### src/rtl/fsm_pkg.sv
// fsm_pkg
// Shared definitions for the INIT/RUN/WAIT control FSM and the input
// conditioning stage that feeds it.
//
// Contents:
//   fsm_state_t            - control FSM state encoding (INIT/RUN/WAIT)
//   DEBOUNCE_CYCLES_SIM    - debounce length used in simulation
//   DEBOUNCE_CYCLES_BOARD  - debounce length used by the board build
//   debounce_cnt_w()       - counter width needed for a given debounce length
package fsm_pkg;

    typedef enum logic [1:0] {
        INIT = 2'd0,
        RUN  = 2'd1,
        WAIT = 2'd2
    } fsm_state_t;

    // Short enough to keep simulation fast while still exercising the
    // counter through several values.
    localparam int DEBOUNCE_CYCLES_SIM   = 4;

    // Roughly 1 ms of settling at a 50 MHz system clock.
    localparam int DEBOUNCE_CYCLES_BOARD = 50000;

    // Width able to hold 0 .. debounce_cycles.
    function automatic int debounce_cnt_w(input int debounce_cycles);
        return $clog2(debounce_cycles + 1);
    endfunction

endpackage

### src/rtl/fsm_input_cond_debounce.sv
// debounce
// One conditioning channel: two-flop synchroniser, debounce counter,
// debounced level and a rising-edge pulse.
//
// Parameters:
//   DEBOUNCE_CYCLES - consecutive cycles the synchronised input must differ
//                     from the stable value before the change is accepted
//                     (must be >= 1)
//   CNT_W           - counter width, derived from DEBOUNCE_CYCLES
//
// Ports:
//   clk   in  1  system clock, rising edge
//   rst   in  1  asynchronous, active-high reset
//   din   in  1  raw asynchronous input
//   level out 1  debounced level
//   rise  out 1  one-cycle pulse on each debounced rising edge
module debounce
    import fsm_pkg::*;
#(
    parameter int DEBOUNCE_CYCLES = DEBOUNCE_CYCLES_SIM,
    parameter int CNT_W           = debounce_cnt_w(DEBOUNCE_CYCLES)
) (
    input  logic clk,
    input  logic rst,
    input  logic din,
    output logic level,
    output logic rise
);

    localparam logic [CNT_W-1:0] CNT_LAST = CNT_W'(DEBOUNCE_CYCLES - 1);

    logic             s1;
    logic             s2;
    logic             stable;
    logic             prev;
    logic [CNT_W-1:0] cnt;

    always_ff @(posedge clk or posedge rst) begin
        if (rst) begin
            s1     <= 1'b0;
            s2     <= 1'b0;
            stable <= 1'b0;
            prev   <= 1'b0;
            cnt    <= '0;
        end else begin
            s1   <= din;
            s2   <= s1;
            prev <= stable;

            // Any cycle of agreement restarts the count, so a glitch shorter
            // than DEBOUNCE_CYCLES never reaches stable. The counter stops at
            // CNT_LAST and is cleared on acceptance, so it cannot wrap.
            if (s2 == stable) begin
                cnt <= '0;
            end else if (cnt == CNT_LAST) begin
                stable <= s2;
                cnt    <= '0;
            end else begin
                cnt <= cnt + 1'b1;
            end
        end
    end

    // Both terms are flops, so the pulse is glitch-free.
    assign level = stable;
    assign rise  = stable & ~prev;

endmodule

### src/rtl/fsm_input_cond.sv
// fsm_input_cond
// Input conditioning stage in front of the INIT/RUN/WAIT control FSM.
// Synchronises and debounces the raw board inputs and presents clean
// start/stop pulses and a debounced mode level.
//
// Parameters:
//   DEBOUNCE_CYCLES - debounce length in cycles (>= 1)
//   CNT_W           - debounce counter width, derived; do not override
//
// Ports:
//   clk       in  1  system clock, rising edge
//   rst       in  1  asynchronous, active-high reset
//   btn_start in  1  raw start button, active-high
//   btn_stop  in  1  raw stop button, active-high
//   sw_mode   in  1  raw mode switch level
//   start     out 1  one-cycle pulse per debounced start press
//   stop      out 1  one-cycle pulse per debounced stop press
//   mode      out 1  debounced mode switch level
module fsm_input_cond
    import fsm_pkg::*;
#(
    parameter int DEBOUNCE_CYCLES = DEBOUNCE_CYCLES_SIM,
    parameter int CNT_W           = debounce_cnt_w(DEBOUNCE_CYCLES)
) (
    input  logic clk,
    input  logic rst,
    input  logic btn_start,
    input  logic btn_stop,
    input  logic sw_mode,
    output logic start,
    output logic stop,
    output logic mode
);

    // The unused half of each channel (level for buttons, rise for the
    // switch) is left for synthesis to trim.
    logic start_level;
    logic stop_level;
    logic mode_rise;

    debounce #(
        .DEBOUNCE_CYCLES (DEBOUNCE_CYCLES),
        .CNT_W           (CNT_W)
    ) u_db_start (
        .clk   (clk),
        .rst   (rst),
        .din   (btn_start),
        .level (start_level),
        .rise  (start)
    );

    debounce #(
        .DEBOUNCE_CYCLES (DEBOUNCE_CYCLES),
        .CNT_W           (CNT_W)
    ) u_db_stop (
        .clk   (clk),
        .rst   (rst),
        .din   (btn_stop),
        .level (stop_level),
        .rise  (stop)
    );

    // Mode is a level: both edges are accepted and no pulse is generated.
    debounce #(
        .DEBOUNCE_CYCLES (DEBOUNCE_CYCLES),
        .CNT_W           (CNT_W)
    ) u_db_mode (
        .clk   (clk),
        .rst   (rst),
        .din   (sw_mode),
        .level (mode),
        .rise  (mode_rise)
    );

    logic unused_ok;
    assign unused_ok = start_level ^ stop_level ^ mode_rise;

endmodule

### config.mk
export PLATFORM = sky130hd
export DESIGN_NAME = fsm_input_cond
export DESIGN_NICKNAME = d
export VERILOG_FILES = /design/src/rtl/fsm_pkg.sv /design/src/rtl/fsm_input_cond_debounce.sv /design/src/rtl/fsm_input_cond.sv
export SDC_FILE = /design/constraint.sdc
export NUM_CORES = 1
export LEC_CHECK = 0
export BUFFER_PORTS_ARGS = -buffer_cell sky130_fd_sc_hd__buf_4
export CAP_MARGIN = 20
export CORE_UTILIZATION = 50
export CTS_BUF_LIST = sky130_fd_sc_hd__clkbuf_2
export CTS_CLUSTER_SIZE = 28
export DETAILED_ROUTE_END_ITERATION = 10
export PLACE_DENSITY = 0.77
export SYNTH_ARGS = -nofsm -noshare
export SYNTH_HDL_FRONTEND = slang
export SYNTH_SLANG_ARGS = --single-unit
### constraint.sdc
create_clock -name clk -period 3.15 [get_ports clk]
set_input_delay 0.1575 -clock clk [delete_from_list [all_inputs] [get_ports clk]]
set_output_delay 0.1575 -clock clk [all_outputs]
set_load 0.02 [all_outputs]
==> reports/summary.txt, run 1 <==
Hold Crit Depth -> 0
Die width -> 39.93 um
Clk sinks -> 20
Vias per cell -> 4.781
Synthesized flop and latch total -> 20
IO Port Bufs -> 7
Cell Area, Placed -> 790.8 um2
DRC -> 0
Area Growth Syn to Fin -> 17.57%
CP required -> 3.34 ns
Mean routed wirelength per cell -> 11.19 um
Worst-path fanout max -> 2
Max clock buf depth -> 2
FMAX -> 849.8 MHz
Worst flop-to-flop path endpoint -> u_db_stop.level$_DFFE_PP0P_
Post-CTS Setup Bufs -> 0
Avg Cell Area, Syn -> 16.35 um2
Final net count -> 68
Worst vdd ir -> 0.3831 mV
Leakage -> 0.3989 nW
Number of buffers created by CTS -> 3
Detail Route Antenna Nets -> 0
Overflow after GRT -> 0
DR vias -> 349
Syn. warnings -> 0
Clock skew -> 0.002161 ns
Clock-pin slew on the worst setup and hold paths -> 0.16 ns
Vias in the first global route -> 332
Layout Cells excl Fill -> 73
Antenna violations before repair -> 0
Mapped Cells -> 44
CTS tree -> yes
Worst skew pair latency -> 0.28 ns
Ant. Diodes -> 0
Startpoint Class -> flop
Min Tclk post-route -> 1.177 ns
HP Start -> u_db_mode.s1$_DFF_PP0_
Post-route cell area -> 845.8 um2
TNS Setup -> 0 ns
R2r startpoint -> u_db_stop.cnt[0]$_DFF_PP0_
Total power per unit cell area -> 754.5 mW/mm2
Period utilisation layout -> 0.3736
DIE HEIGHT -> 39.93 um
Row cnt -> 13
Worst-Margin Slew -> 0.7063 ns
Max-Cap Viols -> 0
# IOs -> 8
Fraction of layout cells with a size suffix above 1 -> 0.2414
Starting Density -> 0.5461
Tot GR Track Use -> 0.1391
Initial DRC count -> 1
Reg2reg path depth -> 3
Crit path DAT -> 1.37 ns
Slew Limit Fails -> 0
Drt total wl -> 817 um
H-Tree Depth -> 1
Final setup viols -> 0
Syn Nets -> 52
Root Buffer -> clkbuf_2
Unrepaired setup endpoints after global routing -> false
Number of fill cells -> 94
Path type of the worst min-delay path -> flop to flop
Sequential area share after synthesis -> 0.6957
R2r setup slk -> 1.97 ns
CP Class -> flop to flop
First-pass GRT wire length -> 1393 um
Worst Hold End -> u_db_mode.s2$_DFF_PP0_
DRT Pass-1 Iters -> 2
GPL Wtd Cong -> 0.6253
Final Hold Fails -> 0
Rel. slew slack -> 0.5286
Status -> finished, final reports clean
Crit path capture type -> flop
Core Box Area -> 0.001318 mm2
Synthesized area -> 719.4 um2
Largest net degree at the start of global routing -> 21
Placed cell count -> 66
DIE AREA -> 0.001594 mm2
Unique cell type count in the Yosys netlist -> 10
==> worst max-delay path, cell delays in order (launching register included) <==
cell and delay [ns]:
dfrtp_1 0.41, ha_1 0.23, nor2b_4 0.14, mux2_1 0.30
==> placed cells by master, fill, tap and decap left out, drive strengths merged <==
cell,n
clkbuf,3
nor3,3
dfrtp,20
buf,7
inv,1
xnor2,3
nor2b,6
dlygate4sd3,4
mux2,3
nor3b,5
ha,3
==> sequential cells by signal, summed over array words and instances, names as in the netlist <==
register	flops
u_db_stop.level	1
u_db_mode.cnt	3
u_db_stop.prev	1
u_db_mode.level	1
u_db_mode.s1	1
u_db_stop.s1	1
u_db_start.level	1
u_db_stop.cnt	3
u_db_mode.s2	1
u_db_start.s2	1
u_db_start.s1	1
u_db_start.prev	1
u_db_stop.s2	1
u_db_start.cnt	3
==> report_power, final <==
group,switching (W),internal [W]
Clock,0.0000655,0.0000260
Sequential,0.0000359,0.000323
Combinational,0.0000877,0.000100
Total,0.000189,0.000449
==> synth_stat cells <==
cell type	instances	area [um2]
mux2_1	3	33.78
nor3b_1	4	30.03
inv_1	1	3.750
nor3b_2	1	12.51
dfrtp_1	20	500.5
nor2b_1	3	18.77
ha_1	3	37.54
nor2b_4	3	41.29
xnor2_1	3	26.28
nor3_1	3	15.01
==> routing by layer <==
| metal | vias to the layer above | part of all wire | global-route usage |
|---|---|---|---|
| met5 | - | 0 | 0 |
| met2 | 4 | 0.45 | 0.1855 |
| li1 | 176 | - | - |
| met4 | 0 | 0 | 0.05172 |
| met3 | 0 | 0.023 | 0.05000 |
| met1 | 169 | 0.53 | 0.2068 |
==> through the flow <==
step                hold WS, ns  setup WS [ns]   power, W    util
floorplan                0.1213          2.039  0.0004945       -
global placement         0.2670          2.018  0.0005452  0.6002
detailed placement       0.2680          1.996  0.0005523  0.6002
CTS                      0.3716          1.950  0.0006504  0.6420
global route             0.3887          1.887  0.0006881  0.6420
finish                   0.3689          1.973  0.0006382  0.6420
==> logic make-up after synthesis <==
| group | after synthesis | share of synthesized area |
|---|---|---|
| buffers and inverters | 1 | 0.005212 |
| adders and majority gates | 3 | 0.05218 |
| DFF | 20 | 0.6957 |
| muxes | 3 | 0.04695 |
| and+or+nand+nor | 14 | 0.1635 |
| xor gates and xnor gates | 3 | 0.03653 |
==> worst max-delay path by stage <==
stage | start | end | slack (ns)
after CTS | u_db_start.level$_DFFE_PP0P_ | start | 1.95
after detailed placement | u_db_stop.cnt[0]$_DFF_PP0_ | u_db_stop.level$_DFFE_PP0P_ | 2.00
final | u_db_stop.cnt[0]$_DFF_PP0_ | u_db_stop.level$_DFFE_PP0P_ | 1.97
after global routing | u_db_start.level$_DFFE_PP0P_ | start | 1.89
after floorplan | u_db_stop.cnt[0]$_DFF_PP0_ | u_db_stop.level$_DFFE_PP0P_ | 2.04
after global placement | u_db_mode.cnt[0]$_DFF_PP0_ | u_db_mode.level$_DFFE_PP0P_ | 2.02
==> cell type report <==
class / count / area (um2) / share of cell area
sequential: 20 / 500.5 / 0.5917
multi-input combinational: 23 / 215.2 / 0.2544
timing repair buffer: 11 / 92.59 / 0.1095
tap: 15 / 18.77 / 0.02219
clock buffer: 3 / 15.01 / 0.01775
inverter: 1 / 3.754 / 0.004438
==> timing repair <==
item                      in CTS  in global routing
resized for setup              0                  0
hold endpoints to repair      23                  0
hold buffers                   4                  0
Note: power is estimated with default switching activity, not from simulation.
==> inputs of run 2 (changes only) <==
--- a/config.mk
+++ b/config.mk
@@ -11,7 +11,7 @@
 export CTS_BUF_LIST = sky130_fd_sc_hd__clkbuf_2
 export CTS_CLUSTER_SIZE = 28
 export DETAILED_ROUTE_END_ITERATION = 10
-export PLACE_DENSITY = 0.77
+export PLACE_DENSITY = 0.79
 export SYNTH_ARGS = -nofsm -noshare
 export SYNTH_HDL_FRONTEND = slang
 export SYNTH_SLANG_ARGS = --single-unit
==> constraint.sdc (replaced) <==
create_clock -name clk -period 1 [get_ports clk]
set_input_delay 0.05 -clock clk [delete_from_list [all_inputs] [get_ports clk]]
set_output_delay 0.05 -clock clk [all_outputs]
set_load 0.02 [all_outputs]
==> run 2 against run 1 <==
The run now ends with negative setup slack left; first-iteration DRC count is the same; sequential share of layout area shrank 12 points; critical path type unchanged; register-to-register slack lost 2.1 ns; cell count grew 16%; fmax grew 2.9%; largest power group is now combinational logic; total power rose to 4.3 times the previous value; count of clock-buffer cells in the layout unchanged; sequential cell count did not move; non-clock buffer count is 12 higher; design area increased by 27%; die area is the same; combinational power increased to 6.7 times the previous value.
==> reports/summary.txt, run 2 (synthesized netlist as in run 1, its figures left out) <==
Max-Cap Viols -> 0
Starting Density -> 0.5461
Root Buffer -> clkbuf_2
CTS tree -> yes
Sequential Area -> 500.5 um2
Most frequent cells in the layout -> dfrtp_1, buf_4, nor2b_4, buf_6, dlygate4sd3_1
Min Tclk post-route -> 1.144 ns
Worst-Margin Slew -> 0.2630 ns
CP required -> 1.20 ns
Number of fill cells -> 72
Final net count -> 80
DIE AREA -> 0.001594 mm2
Busiest grt layer -> met2
GPL Wtd Cong -> 0.6681
Post-route cell area -> 0.001071 mm2
Post-DP HPWL -> 658.3 um
Clock share of power -> 0.108
CP Class -> flop to flop
Area taken by multi-input logic gates -> 331.6 um2
Psw -> 0.0008426 W
H-Tree Depth -> 1
# IOs -> 8
Core Box Area -> 0.001318 mm2
First-pass GRT wire length -> 1504 um
Worst skew pair latency -> 0.30 ns
Cell Area, Placed -> 847.1 um2
Leakage -> 0.5049 nW
Layout Cells excl Fill -> 85
Ant. Diodes -> 0
DRT Pass-1 Iters -> 4
Worst flop-to-flop path endpoint -> u_db_start.level$_DFFE_PP0P_
Crit path capture type -> flop
IO Port Bufs -> 7
Crit path DAT -> 1.34 ns
Total power per unit cell area -> 2538 mW/mm2
DR vias -> 418
Clock-pin slew on the worst setup and hold paths -> 0.16 ns
Worst vdd ir -> 1.661 mV
FMAX -> 874.5 MHz
Mean routed wirelength per cell -> 13.36 um
Final Hold Fails -> 0
DIE HEIGHT -> 39.93 um
P_int -> 0.001875 W
Placed cell count -> 71
Rel. slew slack -> 0.8238
Overflow after GRT -> 0
Antenna violations before repair -> 0
Row cnt -> 13
Final setup viols -> 10
Commonest non-fill, non-tap cell in the layout -> dfrtp_1
Crit path largest cell delay -> 0.38 ns
Vias per cell -> 4.918
Sequential power share -> 0.429
Fraction of layout cells with a size suffix above 1 -> 0.6000
R2r setup slk -> -0.14 ns
Clk sinks -> 20
Vias in the first global route -> 366
Largest registers -> u_db_mode.cnt (3), u_db_start.cnt (3), u_db_stop.cnt (3)
Max clock buf depth -> 2
Initial DRC count -> 1
Largest net degree at the start of global routing -> 21
Clock skew -> 0.009426 ns
GR Util met2 -> 0.2298
M3 GR Usage -> 0.05000
Final Worst Setup Slack -> -0.1435 ns
Comb power frac -> 0.463
Worst path cell trace -> ha_2, nor2b_4, mux2_4
Die width -> 39.93 um
Tot GR Track Use -> 0.1562
Slowest cell on the critical path -> dfrtp_1
Reg2reg path depth -> 3
Slew Limit Fails -> 0
Number of buffers created by CTS -> 3
Worst-path fanout max -> 3
Detail Route Antenna Nets -> 0
Worst Setup SP -> u_db_start.cnt[0]$_DFF_PP0_
Area Growth Syn to Fin -> 48.87%
Period utilisation layout -> 1.144
Startpoint Class -> flop
R2r startpoint -> u_db_start.cnt[0]$_DFF_PP0_
Switch share -> 0.3100
DRC -> 0
Failing checks -> negative setup slack
Path type of the worst min-delay path -> input pin to async pin
GR Util met1 -> 0.2093
Drt total wl -> 1136 um
Status -> finished, violations left
Unrepaired setup endpoints after global routing -> true
[run 2: changes by cell type in the layout (fill, tap and decap cells not counted), sizes merged]
cell and change:
buf +12
[run 2: worst max-delay path by stage]
stage / to / slack [ns] / cells after the start
floorplan: u_db_start.level$_DFFE_PP0P_ / -0.06 / 3
global placement: u_db_start.level$_DFFE_PP0P_ / -0.1 / 3
detailed placement: u_db_start.level$_DFFE_PP0P_ / -0.10 / 3
CTS: u_db_start.level$_DFFE_PP0P_ / -0.12 / 3
global route: u_db_start.level$_DFFE_PP0P_ / -0.18 / 3
finish: u_db_start.level$_DFFE_PP0P_ / -0.14 / 3
[run 2: power groups by stage]
stage / registers (W) / clock network, W / logic [W]
2_1_floorplan: 0.00116 / 0 / 0.000468
3_3_place_gp: 0.00115 / 0 / 0.000702
3_5_place_dp: 0.00116 / 0 / 0.000719
4_1_cts: 0.00112 / 0.000299 / 0.000948
5_1_grt: 0.00119 / 0.000320 / 0.00135
6_report: 0.00117 / 0.000294 / 0.00126
[run 2: cell type report]
class | instances | share of cell area
clock buffer | 3 | 0.01402
inverter | 1 | 0.003505
multi-input combinational | 23 | 0.3096
sequential | 20 | 0.4673
tap | 15 | 0.01752
timing repair buffer | 23 | 0.1881
[run 2: critical path, delay by kind of cell, from the launching register on]
kind / cells / cell delay, ns
simple gates: 1 / 0.17
flops: 1 / 0.38
fa+ha+maj: 1 / 0.19
mux: 1 / 0.31
[run 2: what timing repair did]
action                                  in CTS  in global routing
hold buffers                                 4                  0
endpoints found under the setup margin       7                 13
hold endpoints to repair                    23                  0
resized for setup                            6                 14
gates cloned                                 0                  0
pin swaps                                    1                  2
setup buffers                                5                  2
[run 2: stage by stage]
stage | hold slack [ns] | power (W) | setup slack [ns] | setup TNS (ns) | utilization
6_report | 0.3026 | 0.002718 | -0.1435 | -0.6393 | 0.8129
5_1_grt | 0.3491 | 0.002865 | -0.1824 | -1.167 | 0.8129
4_1_cts | 0.3036 | 0.002370 | -0.1241 | -0.5842 | 0.7388
3_5_place_dp | 0.09153 | 0.001884 | -0.1020 | -0.4104 | 0.6429
3_3_place_gp | 0.09294 | 0.001856 | -0.09559 | -0.2533 | 0.6429
2_1_floorplan | 0.01383 | 0.001628 | -0.06190 | -0.1840 | -
[run 2: routing by layer]
layer / share of wire / vias to the layer above
met5: 0 / -
met4: 0.011 / 0
met3: 0.033 / 2
met2: 0.52 / 10
met1: 0.43 / 204
li1: - / 202
==> inputs of run 3 (changes only) <==
--- a/config.mk
+++ b/config.mk
@@ -7,11 +7,12 @@
 export LEC_CHECK = 0
 export BUFFER_PORTS_ARGS = -buffer_cell sky130_fd_sc_hd__buf_4
 export CAP_MARGIN = 20
-export CORE_UTILIZATION = 50
+export CORE_AREA = 2 2 39 41
 export CTS_BUF_LIST = sky130_fd_sc_hd__clkbuf_2
 export CTS_CLUSTER_SIZE = 28
 export DETAILED_ROUTE_END_ITERATION = 10
-export PLACE_DENSITY = 0.79
+export DIE_AREA = 0 0 41 43
+export PLACE_DENSITY = 0.81
 export SYNTH_ARGS = -nofsm -noshare
 export SYNTH_HDL_FRONTEND = slang
 export SYNTH_SLANG_ARGS = --single-unit
==> constraint.sdc (replaced) <==
create_clock -name clk -period 1.5 [get_ports clk]
set_input_delay 0.075 -clock clk [delete_from_list [all_inputs] [get_ports clk]]
set_output_delay 0.075 -clock clk [all_outputs]
set_load 0.02 [all_outputs]
==> run 3 against run 2 <==
The run now ends clean; fmax shrank 2.0%; clock power down 30%; global-route usage down 1.6 points; design area down 20%; critical endpoint is now u_db_stop.level$_DFFE_PP0P_; hold slack gained 0.016 ns; critical path type unchanged; die area increased by 11%; sequential share of layout area is 12 points higher; core utilization fell by 19 points; sequential cell count is the same.
==> reports/summary.txt, run 3 (synthesized netlist as in run 1, its figures left out) <==
Busiest grt layer -> met2
CP Class -> flop to flop
Commonest non-fill, non-tap cell in the layout -> dfrtp_1
PostCTS Resize Cnt -> 0
FMAX -> 856.6 MHz
Clock-pin slew on the worst setup and hold paths -> 0.16 ns
Starting Density -> 0.5199
TNS Setup -> 0 ns
Worst path cell trace -> ha_1, nor2b_4, mux2_1
Worst vdd ir -> 0.9424 mV
Die width -> 41 um
M3 GR Usage -> 0.03141
Crit path largest cell delay -> 0.41 ns
DRT Pass-1 Iters -> 3
DIE AREA -> 0.001763 mm2
Area Growth Syn to Fin -> 19.30%
First-pass GRT wire length -> 1545 um
Number of buffers created by CTS -> 3
Core Box Area -> 0.001384 mm2
Slew Limit Fails -> 0
Crit path capture type -> flop
Detail Route Antenna Nets -> 0
Slowest cell on the critical path -> dfrtp_1
Worst-Margin Slew -> 0.3195 ns
Total power per unit cell area -> 1587 mW/mm2
Period utilisation layout -> 0.7782
DIE HEIGHT -> 43 um
Vias in the first global route -> 404
CTS tree -> yes
Root Buffer -> clkbuf_2
Worst skew pair latency -> 0.30 ns
Fraction of layout cells with a size suffix above 1 -> 0.2500
Final net count -> 69
Total design power -> 0.001362 W
CP required -> 1.71 ns
Largest net degree at the start of global routing -> 21
DR vias -> 375
Clock skew -> 0.003183 ns
Most frequent cells in the layout -> dfrtp_1, buf_4, nor3b_1, dlygate4sd3_1
GR Util met1 -> 0.1507
GR Util met2 -> 0.2156
Mean routed wirelength per cell -> 12.50 um
Largest registers -> u_db_mode.cnt (3), u_db_start.cnt (3), u_db_stop.cnt (3)
Overflow after GRT -> 0
Unrepaired setup endpoints after global routing -> false
H-Tree Depth -> 1
Rel. slew slack -> 0.7855
Clk sinks -> 20
Tot GR Track Use -> 0.1400
Final Hold Fails -> 0
GPL Wtd Cong -> 0.7200
Antenna violations before repair -> 0
Status -> finished, final reports clean
Worst-path fanout max -> 2
Final Util -> 0.6203
Initial DRC count -> 7
Ant. Diodes -> 0
# IOs -> 8
Vias per cell -> 4.934
Min Tclk post-route -> 1.167 ns
Path type of the worst min-delay path -> input pin to async pin
Max-Cap Viols -> 0
Max clock buf depth -> 2
Crit path DAT -> 1.38 ns
Final setup viols -> 0
IO Port Bufs -> 7
Startpoint Class -> flop
Drt total wl -> 950 um
DRC -> 0
Leakage -> 0.4053 nW
Row cnt -> 14
==> run 3: metrics by stage <==
| stage | instances | hold WS, ns | setup WS, ns | cell area [um2] |
|---|---|---|---|---|
| 2_1_floorplan | 44 | 0.03883 | 0.3885 | 719.4 |
| 3_3_place_gp | 68 | 0.1146 | 0.3648 | 799.5 |
| 3_5_place_dp | 68 | 0.1163 | 0.3503 | 799.5 |
| 4_1_cts | 76 | 0.3028 | 0.3291 | 858.3 |
| 5_1_grt | 76 | 0.3276 | 0.2891 | 858.3 |
| 6_report | 76 | 0.3191 | 0.3327 | 858.3 |
==> run 3: final timing paths <==
path,start,end,slack [ns],depth (start not counted)
setup / recovery,u_db_stop.cnt[0]$_DFF_PP0_,u_db_stop.level$_DFFE_PP0P_,0.33,3
hold / removal,rst,u_db_stop.s1$_DFF_PP0_,0.32,4
setup reg to reg,u_db_stop.cnt[0]$_DFF_PP0_,u_db_stop.level$_DFFE_PP0P_,0.33,3
hold reg to reg,u_db_mode.s1$_DFF_PP0_,u_db_mode.s2$_DFF_PP0_,0.37,0
max in group asynchronous,rst,u_db_stop.s2$_DFF_PP0_,0.98,4
min in group clk,u_db_mode.s1$_DFF_PP0_,u_db_mode.s2$_DFF_PP0_,0.37,0
==> run 3: what timing repair did <==
item / 4_1_cts / 5_1_grt
hold buffers: 4 / 0
endpoints found under the hold margin: 23 / 0
buffers inserted: 0 / 0
==> run 3: cell type report <==
type	instances	area (um2)
clock buffer	3	15.01
clock inverter	1	3.754
fill	116	525.5
inverter	1	3.754
multi-input combinational	23	215.2
sequential	20	500.5
tap	16	20.02
timing repair buffer	12	100.1
==> run 3: metal layers <==
layer	share of wire	wire length [um]	up-vias
met5	0	0	-
met4	0.019	18	0
met3	0.032	30	4
met2	0.54	511	8
met1	0.41	390	185
li1	-	-	178
==> run 3: where the power goes <==
part	switching (W)	internal [W]
Sequential	0.0000794	0.000678
Clock	0.000149	0.0000579
Combinational	0.000185	0.000213
==> run 3: critical path, delay by kind of cell, from the launching register on <==
kind	cells	cell delay, ns
AND/OR/NAND/NOR	1	0.14
multiplexers	1	0.30
adder cells (fa/ha/maj)	1	0.22
flip-flops	1	0.41
